<file path="config.mk">
export PLATFORM = sky130hd
export DESIGN_NAME = ucode_sequencer
export DESIGN_NICKNAME = d
export VERILOG_FILES = /design/src/rtl/ucode_sequencer.sv
export SDC_FILE = /design/constraint.sdc
export NUM_CORES = 1
export LEC_CHECK = 0
export CAP_MARGIN = 15
export CORE_MARGIN = 2
export CORE_UTILIZATION = 40
export DETAILED_ROUTE_END_ITERATION = 12
export PLACE_DENSITY = 0.81
export RECOVER_POWER = 100
export SETUP_SLACK_MARGIN = 0.1
export SYNTH_ARGS = -nofsm -noshare
export SYNTH_HDL_FRONTEND = slang
export SYNTH_SLANG_ARGS = --single-unit
</file>
<file path="constraint.sdc">
create_clock -name clk -period 2.14 [get_ports clk]
set_input_delay 0.428 -clock clk [delete_from_list [all_inputs] [get_ports clk]]
set_output_delay 0.428 -clock clk [all_outputs]
set_load 0.01 [all_outputs]
</file>
<file path="src/rtl/ucode_sequencer.sv">
// Micro-op sequencer: passes single micro-ops through or walks a 2^(ROM_AW-4)-word ROM region per instruction.
// Latency 1 cycle direct / 2 cycles to first ROM micro-op; stalls hold all state. Optional macro UCODE_SEQ_PERF_EN.
module ucode_sequencer #(
    parameter int UOP_W  = 64,
    parameter int ROM_AW = 6
) (
    input  logic              clk,
    input  logic              reset,
    input  logic              flush,
    input  logic              in_valid,
    output logic              in_ready,
    input  logic [UOP_W-1:0]  in_uop,
    input  logic              rom_in_control,
    input  logic [3:0]        rom_control,
    output logic [ROM_AW-1:0] rom_addr,
    input  logic [UOP_W-1:0]  rom_data,
    input  logic              rom_last,
    output logic              out_valid,
    input  logic              out_ready,
    output logic [UOP_W-1:0]  out_uop,
    output logic              out_last,
    output logic              seq_overrun
`ifdef UCODE_SEQ_PERF_EN
    ,
    output logic [15:0]       perf_rom_uops
`endif
);
    localparam int OFF_W = ROM_AW - 4;

    typedef enum logic {IDLE, SEQ} state_e;

    state_e            state_q, state_d;
    logic [ROM_AW-1:0] rom_addr_q, rom_addr_d;
    logic              out_valid_q, out_valid_d;
    logic [UOP_W-1:0]  out_uop_q, out_uop_d;
    logic              out_last_q, out_last_d;
    logic              seq_overrun_q, seq_overrun_d;
    logic              rom_load;

    logic              slot_free;
    logic              region_end;
    logic              seq_done;
    logic [OFF_W-1:0]  off_inc;

    assign slot_free  = ~out_valid_q | out_ready;
    assign region_end = &rom_addr_q[OFF_W-1:0];
    assign seq_done   = rom_last | region_end;
    // Offset increments inside the selected region only; the entry-point bits never change mid-sequence.
    assign off_inc    = rom_addr_q[OFF_W-1:0] + OFF_W'(1);

    assign in_ready    = (state_q == IDLE) & slot_free;
    assign rom_addr    = rom_addr_q;
    assign out_valid   = out_valid_q;
    assign out_uop     = out_uop_q;
    assign out_last    = out_last_q;
    assign seq_overrun = seq_overrun_q;

    always_comb begin
        state_d       = state_q;
        rom_addr_d    = rom_addr_q;
        out_valid_d   = out_valid_q;
        out_uop_d     = out_uop_q;
        out_last_d    = out_last_q;
        seq_overrun_d = 1'b0;
        rom_load      = 1'b0;

        if (flush) begin
            state_d     = IDLE;
            out_valid_d = 1'b0;
            out_last_d  = 1'b0;
        end else if (state_q == IDLE) begin
            if (slot_free) begin
                out_valid_d = 1'b0;
                if (in_valid) begin
                    if (rom_in_control) begin
                        rom_addr_d = {rom_control, {OFF_W{1'b0}}};
                        state_d    = SEQ;
                    end else begin
                        out_uop_d   = in_uop;
                        out_last_d  = 1'b1;
                        out_valid_d = 1'b1;
                    end
                end
            end
        end else begin
            if (slot_free) begin
                rom_load      = 1'b1;
                out_uop_d     = rom_data;
                out_valid_d   = 1'b1;
                out_last_d    = seq_done;
                seq_overrun_d = region_end & ~rom_last;
                if (seq_done) begin
                    state_d = IDLE;
                end else begin
                    rom_addr_d = {rom_addr_q[ROM_AW-1:OFF_W], off_inc};
                end
            end
        end
    end

    always_ff @(posedge clk) begin
        if (!reset) begin
            state_q       <= IDLE;
            rom_addr_q    <= '0;
            out_valid_q   <= 1'b0;
            out_uop_q     <= '0;
            out_last_q    <= 1'b0;
            seq_overrun_q <= 1'b0;
        end else begin
            state_q       <= state_d;
            rom_addr_q    <= rom_addr_d;
            out_valid_q   <= out_valid_d;
            out_uop_q     <= out_uop_d;
            out_last_q    <= out_last_d;
            seq_overrun_q <= seq_overrun_d;
        end
    end

`ifdef UCODE_SEQ_PERF_EN
    logic [15:0] perf_q, perf_d;

    always_comb begin
        perf_d = perf_q;
        if (rom_load && (perf_q != 16'hFFFF)) begin
            perf_d = perf_q + 16'd1;
        end
    end

    always_ff @(posedge clk) begin
        if (!reset) begin
            perf_q <= '0;
        end else begin
            perf_q <= perf_d;
        end
    end

    assign perf_rom_uops = perf_q;
`else
    logic unused_rom_load;
    assign unused_rom_load = rom_load;
`endif

endmodule

</file>
Word-level counts from Yosys, hierarchy flattened

Cells that the tools add are included.

Register bits: 74
Bits of input ports: 139
Output and inout port bits: 74
Word-level logic and storage cells: 56

Add/sub/neg operators: 1
Equality and inequality tests: 2
Multiplexer cells: 27
Bitwise logic cells: 10
Reduce and logical (&&, ||, !) cells: 9

Operators with widths:

| cell                  | number |
|---|---|
| $mux W64              | 5 |
| $mux W6               | 4 |
| $mux W1               | 16 |
| $reduce_and A5 Y1     | 2 |
| $not A1 Y1            | 6 |
| $mux W2               | 2 |
| $reduce_and A4 Y1     | 1 |
| $reduce_bool A2 Y1    | 2 |
| $reduce_or A4 Y1      | 1 |
| $reduce_and A3 Y1     | 1 |
| $add A2 B1 Y2 const B | 1 |
| $and A1 B1 Y1         | 2 |
| $ne A2 B1 Y1 const B  | 1 |
| $ne A2 B2 Y1 const B  | 1 |
| $or A1 B1 Y1          | 2 |
| $reduce_and A2 Y1     | 1 |
| $reduce_or A2 Y1      | 1 |

Depth between registers and ports, before layout

Word-level depth: 5
Gate-level depth with buffers: 6
Mapped depth without buffers: 4

Worst setup path after synthesis

Ideal clock, no wire load.

Path kind: reg-to-reg
From: register state_q
To: register out_uop_q[20], in the netlist out_uop[20]
Setup time: 0.136 ns
Arrival time: 1.436 ns
Data required time: 2.004 ns
Path slack: 0.568 ns
Stages on the path, launching flop included: 6
Path buffers: 2
Clock period less this slack: 1.572 ns
Path through: dfxtp_1 > buf_6 > buf_2 > mux2_2 > a2111oi_0 > a211oi_1

Cells in the longest elaborated chain, start to end: 2
Elaborated cells on any way between the ends: 4
Classes of those cells: eq/ne: 1; mux: 1; reduce/logical: 2

RTL lines:

| element                                                      | line | text |
|---|---|---|
| start: declaration                                           | 32   | `state_e state_q, state_d;` |
| start signal: assignment                                     | 110  | `state_q <= state_d;` |
| $ne A2 B1 Y1 (no line) or $reduce_bool A2 Y1 (tied branches) | -    |  |
| $reduce_and A4 Y1 (no line)                                  | -    |  |
| end signal: assignment                                       | 113  | `out_uop_q <= out_uop_d;` |
| end: declaration                                             | 35   | `logic [UOP_W-1:0] out_uop_q, out_uop_d;` |

Several ways; a longest one is shown, not always the timed one.
A chain may end at the register's enable or synchronous reset.

Worst setup path in the final report

From: input port out_ready
To: output port in_ready

Cells in the longest elaborated chain, start to end: 2

RTL lines:

| element            | line | text |
|---|---|---|
| start: declaration | 19   | `input logic out_ready,` |
| $or A1 B1 Y1       | 45   | `assign slot_free = ~out_valid_q \| out_ready;` |
| $and A1 B1 Y1      | 51   | `assign in_ready = (state_q == IDLE) & slot_free;` |
| end: declaration   | 11   | `output logic in_ready,` |

No other way between the ends.

==> reports/metrics.yaml <==
mappedNetlistNets: 564
syn_inst: 424
die_w_um: 105
path_class: "input port to output pin"
grt_pass1_wl_um: 20700
drt_iter0_markers: 196
row_count: 36
synth_ff_type: "dfxtp_1"
slew_violations: 0
grt.total_usage: 0.230
critPathMaxStageDelay_ns: 0.58
cp.required_ns: 1.71
clock_path_buffers: 2
totalWireLength_um: 13000
post_cts_resized: 1
synth_edf_count: 0
syn_to_final_growth_pct: 58.5
vias: 4147
fmax_ghz: 0.509
rsz0062_at_grt: "no"
power_w: 0.00326
yosysSeqAreaShare: 0.367
final_hold_viol_count: 0
h-tree-depth: 3
slowest_stage: "dlygate4sd3_1"
antennaDiodeCount: 0
postPlaceCellArea_um2: 6250
startpoint_type: "input port"
clkLatencyLatePin_ns: 0.34
period_share: 0.918
synth_top_area_cell: "dfxtp_1"
core_area_um2: 9770
io_pins: 213
min_period_ns: 1.96
io_buffer_count: 212
ys_async_sr_fraction: 0
drc_errors: 0
worstPathCellList: "dlygate4sd3_1 -> nor2b_4 -> nor2_1 -> dlygate4sd2_1"
pwr_density_cell_nw_per_um2: 509
cts.sink_count: 74
worst_slew_pin_slew_ns: 0.511
fin_skew_ns: 0.0103
antenna_found_initial: 0
syn_area_per_cell_um2: 9.53
synth_top_cells_by_count: "74 x dfxtp_1, 65 x a211oi_1, 64 x a2111oi_0, 64 x inv_1, 64 x mux2_2"
path_clk_slew_ns: 0.07
die_height_um: 105
ys_types: 28
syn_area_um2: 4040
ant_nets: 0
dp_hpwl_um: 9280
hold_path_class: "flop to flop"
p_leak_nw: 2.31
grt_pass1_vias: 4106
status: "finished, final reports clean"
grt-ovfl-total: 0
drive_above_1_share: 0.164
cap_violations: 0
avgViaCountPerCell: 5.53
dieArea_um2: 10900
gp_congestion: 0.759
slew_headroom: 0.651
initial_core_util: 0.413
end_kind: "output pin"
tritoncts: "built"
cts_made_buffers: 9
crit_fanout: 3
yosysTopAreaCellShare: 0.367
yosys_warnings: 0
dr.pass1.iters: 4
timing.critical_path.buf_inv: 2
cts_setup_buffers: 0
ir_drop_uv: 333
setup_viol: 0
hold_buffers: 0
design_area_um2: 6400
cts-root-buf: "clkbuf_8"
arrival_ns: 1.54
grt_start_max_net_pins: 54
critPathTopFamily: "buffers and inverters"
ys_ff_latch: 74
layout.nets: 753
synth.most_common_cell: "dfxtp_1"
ys_top_cells_by_area: "dfxtp_1 37%, mux2_2 18%, a2111oi_0 14%"
routedWlPerCell_um: 17.4
-- logic make-up after synthesis --
family                   count (synthesis)  share of synthesized area
AO/OA/AOI/OAI                          146                      0.286
adder cells (fa/ha/maj)                  1                    0.00310
buffers and inverters                  117                      0.133
flip-flops                              74                      0.367
multiplexers                            64                      0.178
AND/OR/NAND/NOR                         22                     0.0328
-- final timing paths --
path	startpoint	to	slack, ns	cells past startpoint
worst max-delay path	out_ready	in_ready	0.18	4
worst min-delay path	out_uop[26]$_SDFFE_PN0P_	out_uop[26]$_SDFFE_PN0P_	0.45	2
worst max register to register	state_q$_SDFF_PP0_	out_uop[28]$_SDFFE_PN0P_	0.23	4
worst min register to register	out_uop[26]$_SDFFE_PN0P_	out_uop[26]$_SDFFE_PN0P_	0.45	2
-- cell type report --
cell class	instances	area, um^2
Clock buffer	12	155
Clock inverter	3	15.0
Fill cell	812	3370
Inverter	66	248
Multi-Input combinational cell	233	2030
Sequential cell	74	1490
Tap cell	133	166
Timing Repair Buffer	229	2300
-- tightest hold or removal path, delay by kind of cell, from the launching register on --
kind                   cells  cell delay [ns]
flip-flops                 1             0.31
AO/OA/AOI/OAI              1             0.05
buffers and inverters      1             0.05
-- report_power, final --
| group | leakage, nW | switching [W] | internal (W) | total [W] |
|---|---|---|---|---|
| combinational | 1.61 | 0.000313 | 0.000482 | 0.000796 |
| clock | 0.0920 | 0.000488 | 0.000473 | 0.000961 |
| sequential | 0.607 | 0.0000448 | 0.00146 | 0.00150 |
| total | 2.31 | 0.000847 | 0.00241 | 0.00326 |
-- sequential cells by signal, indices dropped and copies added, names as in the netlist --
| name | cells |
|---|---|
| out_uop | 64 |
| rom_addr | 6 |
| out_valid | 1 |
| seq_overrun | 1 |
| out_last | 1 |
| state_q | 1 |
-- placed cells by master, fill, tap and decap left out, types with 3 or more instances in the layout --
cell             Yosys  layout
dfxtp_1             74      73
inv_1               64      64
clkbuf_8             0      11
nand2b_1             4       3
clkdlybuf4s50_1      0     135
buf_4                1       9
nand3b_1             3       3
nand2_1              3       3
mux2_2              64      64
clkinv_2             0       3
a2111oi_0           64      64
nand4_1              5       5
o31ai_1              4       4
a21oi_1              6       6
a211oi_1            65      65
dlygate4sd3_1        0      75
buf_12               0       5
-- stage by stage --
stage / util / hold WS [ns] / std cells / setup TNS [ns] / setup WS (ns)
after floorplan: - / 0.478 / 424 / 0 / 0.568
after global placement: 0.640 / 0.442 / 735 / 0 / 0.0378
after detailed placement: 0.640 / 0.443 / 735 / -0.0199 / -0.0153
after CTS: 0.657 / 0.459 / 750 / 0 / 0.260
after global routing: 0.655 / 0.470 / 750 / 0 / 0.121
final: 0.655 / 0.454 / 750 / 0 / 0.176
-- routing by layer --
metal / part of all wire / global-route usage / routed length [um] / up-vias
li1: - / - / - / 1984
met1: 0.41 / 0.280 / 5370 / 1957
met2: 0.49 / 0.388 / 6350 / 181
met3: 0.078 / 0.0639 / 1020 / 25
met4: 0.022 / 0.0782 / 283 / 0
met5: 0 / 0 / 0 / -
Note: power is estimated with default switching activity, not from simulation.
==> RTL change 1 (config.mk and constraints unchanged) <==
Put one more register stage on the output `seq_overrun`, cleared by the reset. The value now appears one clock later. The other outputs are not delayed to match.
--- a/src/rtl/ucode_sequencer.sv
+++ b/src/rtl/ucode_sequencer.sv
@@ -53,7 +53,13 @@
     assign out_valid   = out_valid_q;
     assign out_uop     = out_uop_q;
     assign out_last    = out_last_q;
-    assign seq_overrun = seq_overrun_q;
+    always_ff @(posedge clk) begin
+        if (!reset) begin
+            seq_overrun <= '0;
+        end else begin
+            seq_overrun <= seq_overrun_q;
+        end
+    end
 
     always_comb begin
         state_d       = state_q;
Check against the original RTL: same outputs for any inputs over 4 cycles, from zero or initial values and one cycle with reset low; that may be too few to reach the edited logic, so the function may still have changed.
==> RTL change 1 against the original RTL <==
  * Hold slack lost 0.011 ns
  * Wire length shrank 1.6%
  * Synthesized cell count grew 0.47%
  * Sequential cell count grew 1
  * Setup slack gained 0.037 ns
  * Global-route usage shrank 0.075 points
  * Power grew 13%
  * Clock skew shrank 0.0034 ns
  * Final area grew 1.5%
  * Synthesized area grew 0.65%
==> RTL change 1: results (changes against the original RTL) <==
Outcome:
- Status: finished, final reports clean (unchanged).

Logic synthesis:
- The post-synthesis net count is 566 (was 564).
- The count of different cell masters after synthesis is 29 (was 28).
- Top post-synthesis cells by area: sky130_fd_sc_hd__dfxtp_1 37%, sky130_fd_sc_hd__mux2_2 18%, sky130_fd_sc_hd__a2111oi_0 14%, sky130_fd_sc_hd__a211oi_1 12%, sky130_fd_sc_hd__inv_1 5.9% (unchanged).
- The post-synthesis share of cell area spent on full adders, half adders and majority gates is 0.308% (was 0.310%).
- The fraction of the mapped netlist area in compound gates is 28.4% (was 28.6%).

Pwr:
- The worst supply voltage drop on vdd came to 0.389 mV (was 0.333 mV).
- The leakage dissipation is 2.35 nW (was 2.31 nW).

STA:
- The worst clock skew is 0.00682 ns (was 0.0103 ns).

Place:
- The global placer's final weighted congestion is 0.803 (was 0.759).
- The instance area after placement was 6280 µm² (was 6250 µm²).
- The count of placed standard cells including taps is 737 (was 735).
- The post-placement worst setup slack is -0.0479 ns (was -0.0153 ns).

Detailed routing:
- The number of DRC markers in iteration 0 is 241 (was 196).
- The via total after detailed routing is 4,127 (was 4,147).
- The final wirelength was 12,800 µm (was 13,000 µm).

Layout:
- The multi-input combinational cell area was 2040 µm² (was 2030 µm²).
- The sequential cell count of the final layout came to 75 (was 74).
- The sequential cell area in the final layout is 1510 µm² (was 1490 µm²).
- The net count of the finished layout is 755 (was 753).
- The proportion of layout cells with a drive suffix above 1 came to 16.3% (was 16.4%).
- The buffer share of cell area is 35.2% (was 36.0%).

GRT:
- The via count of the first global-routing pass is 4,159 (was 4,106).
- The global-route total usage across every layer is 22.9% (was 23.0%).
- The first-pass GRT wire length is 20,800 µm (was 20,700 µm).

Setup path:
- The longest individual stage delay on the worst path is 0.42 ns (was 0.58 ns).
- The data arrival time of the critical path was 2.16 ns (was 1.54 ns).
RTL change 1: changes by cell type after synthesis, sizes merged:
| cell | before | now |
|---|---|---|
| dfxtp | 74 | 75 |
| and2 | 0 | 1 |
RTL change 1: worst paths after layout:
| check | start | endpoint | slack [ns] | cells after the start |
|---|---|---|---|---|
| worst max-delay path | rom_in_control | out_uop[0] | 0.21 | 5 |
| worst min-delay path | seq_overrun_q | seq_overrun | 0.44 | 1 |
| worst max register to register | state_q | out_uop[7] | 0.28 | 4 |
| worst min register to register | seq_overrun_q | seq_overrun | 0.44 | 1 |
RTL change 1: metal layers:
metal | up-vias | wire, µm | track usage (%)
met3 | 15 | 979 | 5.74
met4 | 0 | 181 | 6.86
met1 | 1949 | 5340 | 27.4
li1 | 1988 | - | -
met2 | 175 | 6320 | 40.2
met5 | - | 0 | 0
RTL change 1: report_power, final:
group	internal, mW	switching (mW)	leakage [nW]
Combinational	0.482	0.319	1.61
Clock	0.846	0.509	0.126
Sequential	1.48	0.0391	0.615
==> RTL change 2 (config.mk and constraints unchanged) <==
Without the edit above. The option `UCODE_SEQ_PERF_EN` is turned on by a define.
--- a/src/rtl/ucode_sequencer.sv
+++ b/src/rtl/ucode_sequencer.sv
@@ -1,5 +1,7 @@
 // Micro-op sequencer: passes single micro-ops through or walks a 2^(ROM_AW-4)-word ROM region per instruction.
 // Latency 1 cycle direct / 2 cycles to first ROM micro-op; stalls hold all state. Optional macro UCODE_SEQ_PERF_EN.
+`define UCODE_SEQ_PERF_EN
+
 module ucode_sequencer #(
     parameter int UOP_W  = 64,
     parameter int ROM_AW = 6
Check against the original RTL (old outputs only; new: perf_rom_uops): equivalent (Yosys induction, for registers that start in step).
==> RTL change 2 against the original RTL <==
  * Global-route usage fell by 1.5 points
  * Synthesized area rose by 0.43%
  * Cell count rose by 7.6%
  * Non-clock buffer count rose by 28
  * First-iteration DRC count fell by 36%
  * Wire length fell by 7.7%
  * Sequential cell count rose by 16
  * Setup slack got worse by 0.042 ns
  * Power rose by 9.4%
  * Combinational power fell by 4.9%
  * Critical path depth rose by 2
  * Final area rose by 5.7%
  * Largest cell class unchanged
==> RTL change 2: results (changes against the original RTL) <==
GRT:
- The global routing met1 resource utilization is 24.2% (was 28.0%).
- The pin count of the biggest net entering global routing is 45 (was 54).
- The via count of the first global-routing pass came to 3,953 (was 4,106).
- The met2 layer usage reported by global route is 38.6% (was 38.8%).
- The first-pass GRT wire length came to 19,300 µm (was 20,700 µm).

Logic synthesis:
- The mux contribution to synthesized area is 17.8% (about the same).
- Commonest cells in the netlist: 90 x sky130_fd_sc_hd__dfxtp_1, 76 x sky130_fd_sc_hd__nor2_1, 72 x sky130_fd_sc_hd__mux2i_1, 67 x sky130_fd_sc_hd__a211oi_1, 25 x sky130_fd_sc_hd__clkbuf_1 (was 74 x sky130_fd_sc_hd__dfxtp_1, 65 x sky130_fd_sc_hd__a211oi_1, 64 x sky130_fd_sc_hd__a2111oi_0, 64 x sky130_fd_sc_hd__inv_1, 64 x sky130_fd_sc_hd__mux2_2).
- The fraction of the mapped netlist area in compound gates is 16.6% (was 28.6%).
- Top post-synthesis cells by area: sky130_fd_sc_hd__dfxtp_1 44%, sky130_fd_sc_hd__mux2i_1 18%, sky130_fd_sc_hd__a211oi_1 12%, sky130_fd_sc_hd__nor2_1 7.0%, sky130_fd_sc_hd__clkbuf_1 2.3% (was sky130_fd_sc_hd__dfxtp_1 37%, sky130_fd_sc_hd__mux2_2 18%, sky130_fd_sc_hd__a2111oi_0 14%, sky130_fd_sc_hd__a211oi_1 12%, sky130_fd_sc_hd__inv_1 5.9%).
- The count of different cell masters after synthesis is 38 (was 28).
- The cell count after synthesis is 436 (was 424).

Pwr:
- The leakage dissipation is 2.50 nW (was 2.31 nW).
- The internal power component came to 2.64 mW (was 2.41 mW).
- The clock network power consumption is 1.01 mW (was 0.961 mW).
- The worst supply voltage drop on vdd is 0.361 mV (was 0.333 mV).

Place:
- The post-DP HPWL was 9660 µm (was 9280 µm).
- The count of placed standard cells including taps is 791 (was 735).
- The global placer's final weighted congestion is 0.908 (was 0.759).

Outcome:
- Status: finished, final reports clean (unchanged).

Setup path:
- The end of the worst register-to-register path is perf_rom_uops[15] (was out_uop[28]).
- The gate family responsible for the most delay along the worst path is simple AND/OR/NAND/NOR gates (was buffers and inverters).
- The slack of the worst reg-to-reg path was 0.18 ns (was 0.23 ns).
- The biggest fanout along the worst timing path is 7 (was 3).

Layout:
- The proportion of layout cells with a drive suffix above 1 was 7.27% (was 16.4%).
- The filler cell count in the final layout came to 829 (was 812).
- The net count of the finished layout is 810 (was 753).

Detailed routing:
- The final wirelength is 12,000 µm (was 13,000 µm).
- The number of DRC markers in iteration 0 is 126 (was 196).

Hold path:
- The startpoint of the lowest-slack hold path is rom_addr[5] (was out_uop[26]).
- The worst hold path endpoint is rom_addr[5] (was out_uop[26]).

Clock tree:
- The clock input transition at the sequential cells of the worst setup and hold paths is 0.09 ns (was 0.07 ns).
-- RTL change 2: changes by cell type after synthesis, sizes merged, moves of 5 or more --
cell and delta:
nor2 +74, mux2i +72, a2111oi -64, mux2 -64, inv -62, dfxtp +16, or4 +10, clkbuf -9
nand2 +9, buf -7, nand3 +7, nor3 +7, a21oi +5
-- RTL change 2: cell type report --
cell class | count | area share (%)
repair buffers | 257 | 36.9
clock buffers | 10 | 1.89
flip-flops and latches | 90 | 26.8
multi-input cells | 307 | 31.1
clock inverters | 6 | 0.629
well taps | 133 | 2.46
inverters | 4 | 0.222
-- RTL change 2: how the worst max path moves through the flow --
stage	start	to	slack (ns)	depth (start not counted)
after floorplan	perf_rom_uops[3]	perf_rom_uops[15]	0.27	4
after global placement	flush	perf_rom_uops[9]	-0.003	6
after detailed placement	flush	perf_rom_uops[15]	-0.05	6
after CTS	perf_rom_uops[4]	perf_rom_uops[15]	0.13	4
after global routing	flush	perf_rom_uops[9]	0.05	6
final	flush	perf_rom_uops[15]	0.13	6
-- RTL change 2: timing repair --
item                       CTS  global route
cloned                       0             0
setup endpoints to repair    2             2
resized for setup            2             4
-- RTL change 2: worst reg2reg max path, delay by kind of cell (launching register included) --
family	cells	cell delay [ns]
AOI/OAI and AO/OA	1	0.17
DFF	1	0.42
and+or+nand+nor	3	1.29
-- RTL change 2: per-stage QoR --
stage / cell area [µm²] / util [%] / total power, mW
global placement: 6630 / 67.5 / 2.62
CTS: 6800 / 69.3 / 3.65
global route: 6770 / 68.9 / 3.75
floorplan: 4060 / - / 2.13
finish: 6770 / 68.9 / 3.57
detailed placement: 6630 / 67.5 / 2.64
-- RTL change 2: routing by layer --
layer	vias to the layer above	part of all wire [%]
li1	2077	-
met1	1887	39
met2	167	52
met4	0	1.4
met3	14	7.7
met5	-	0
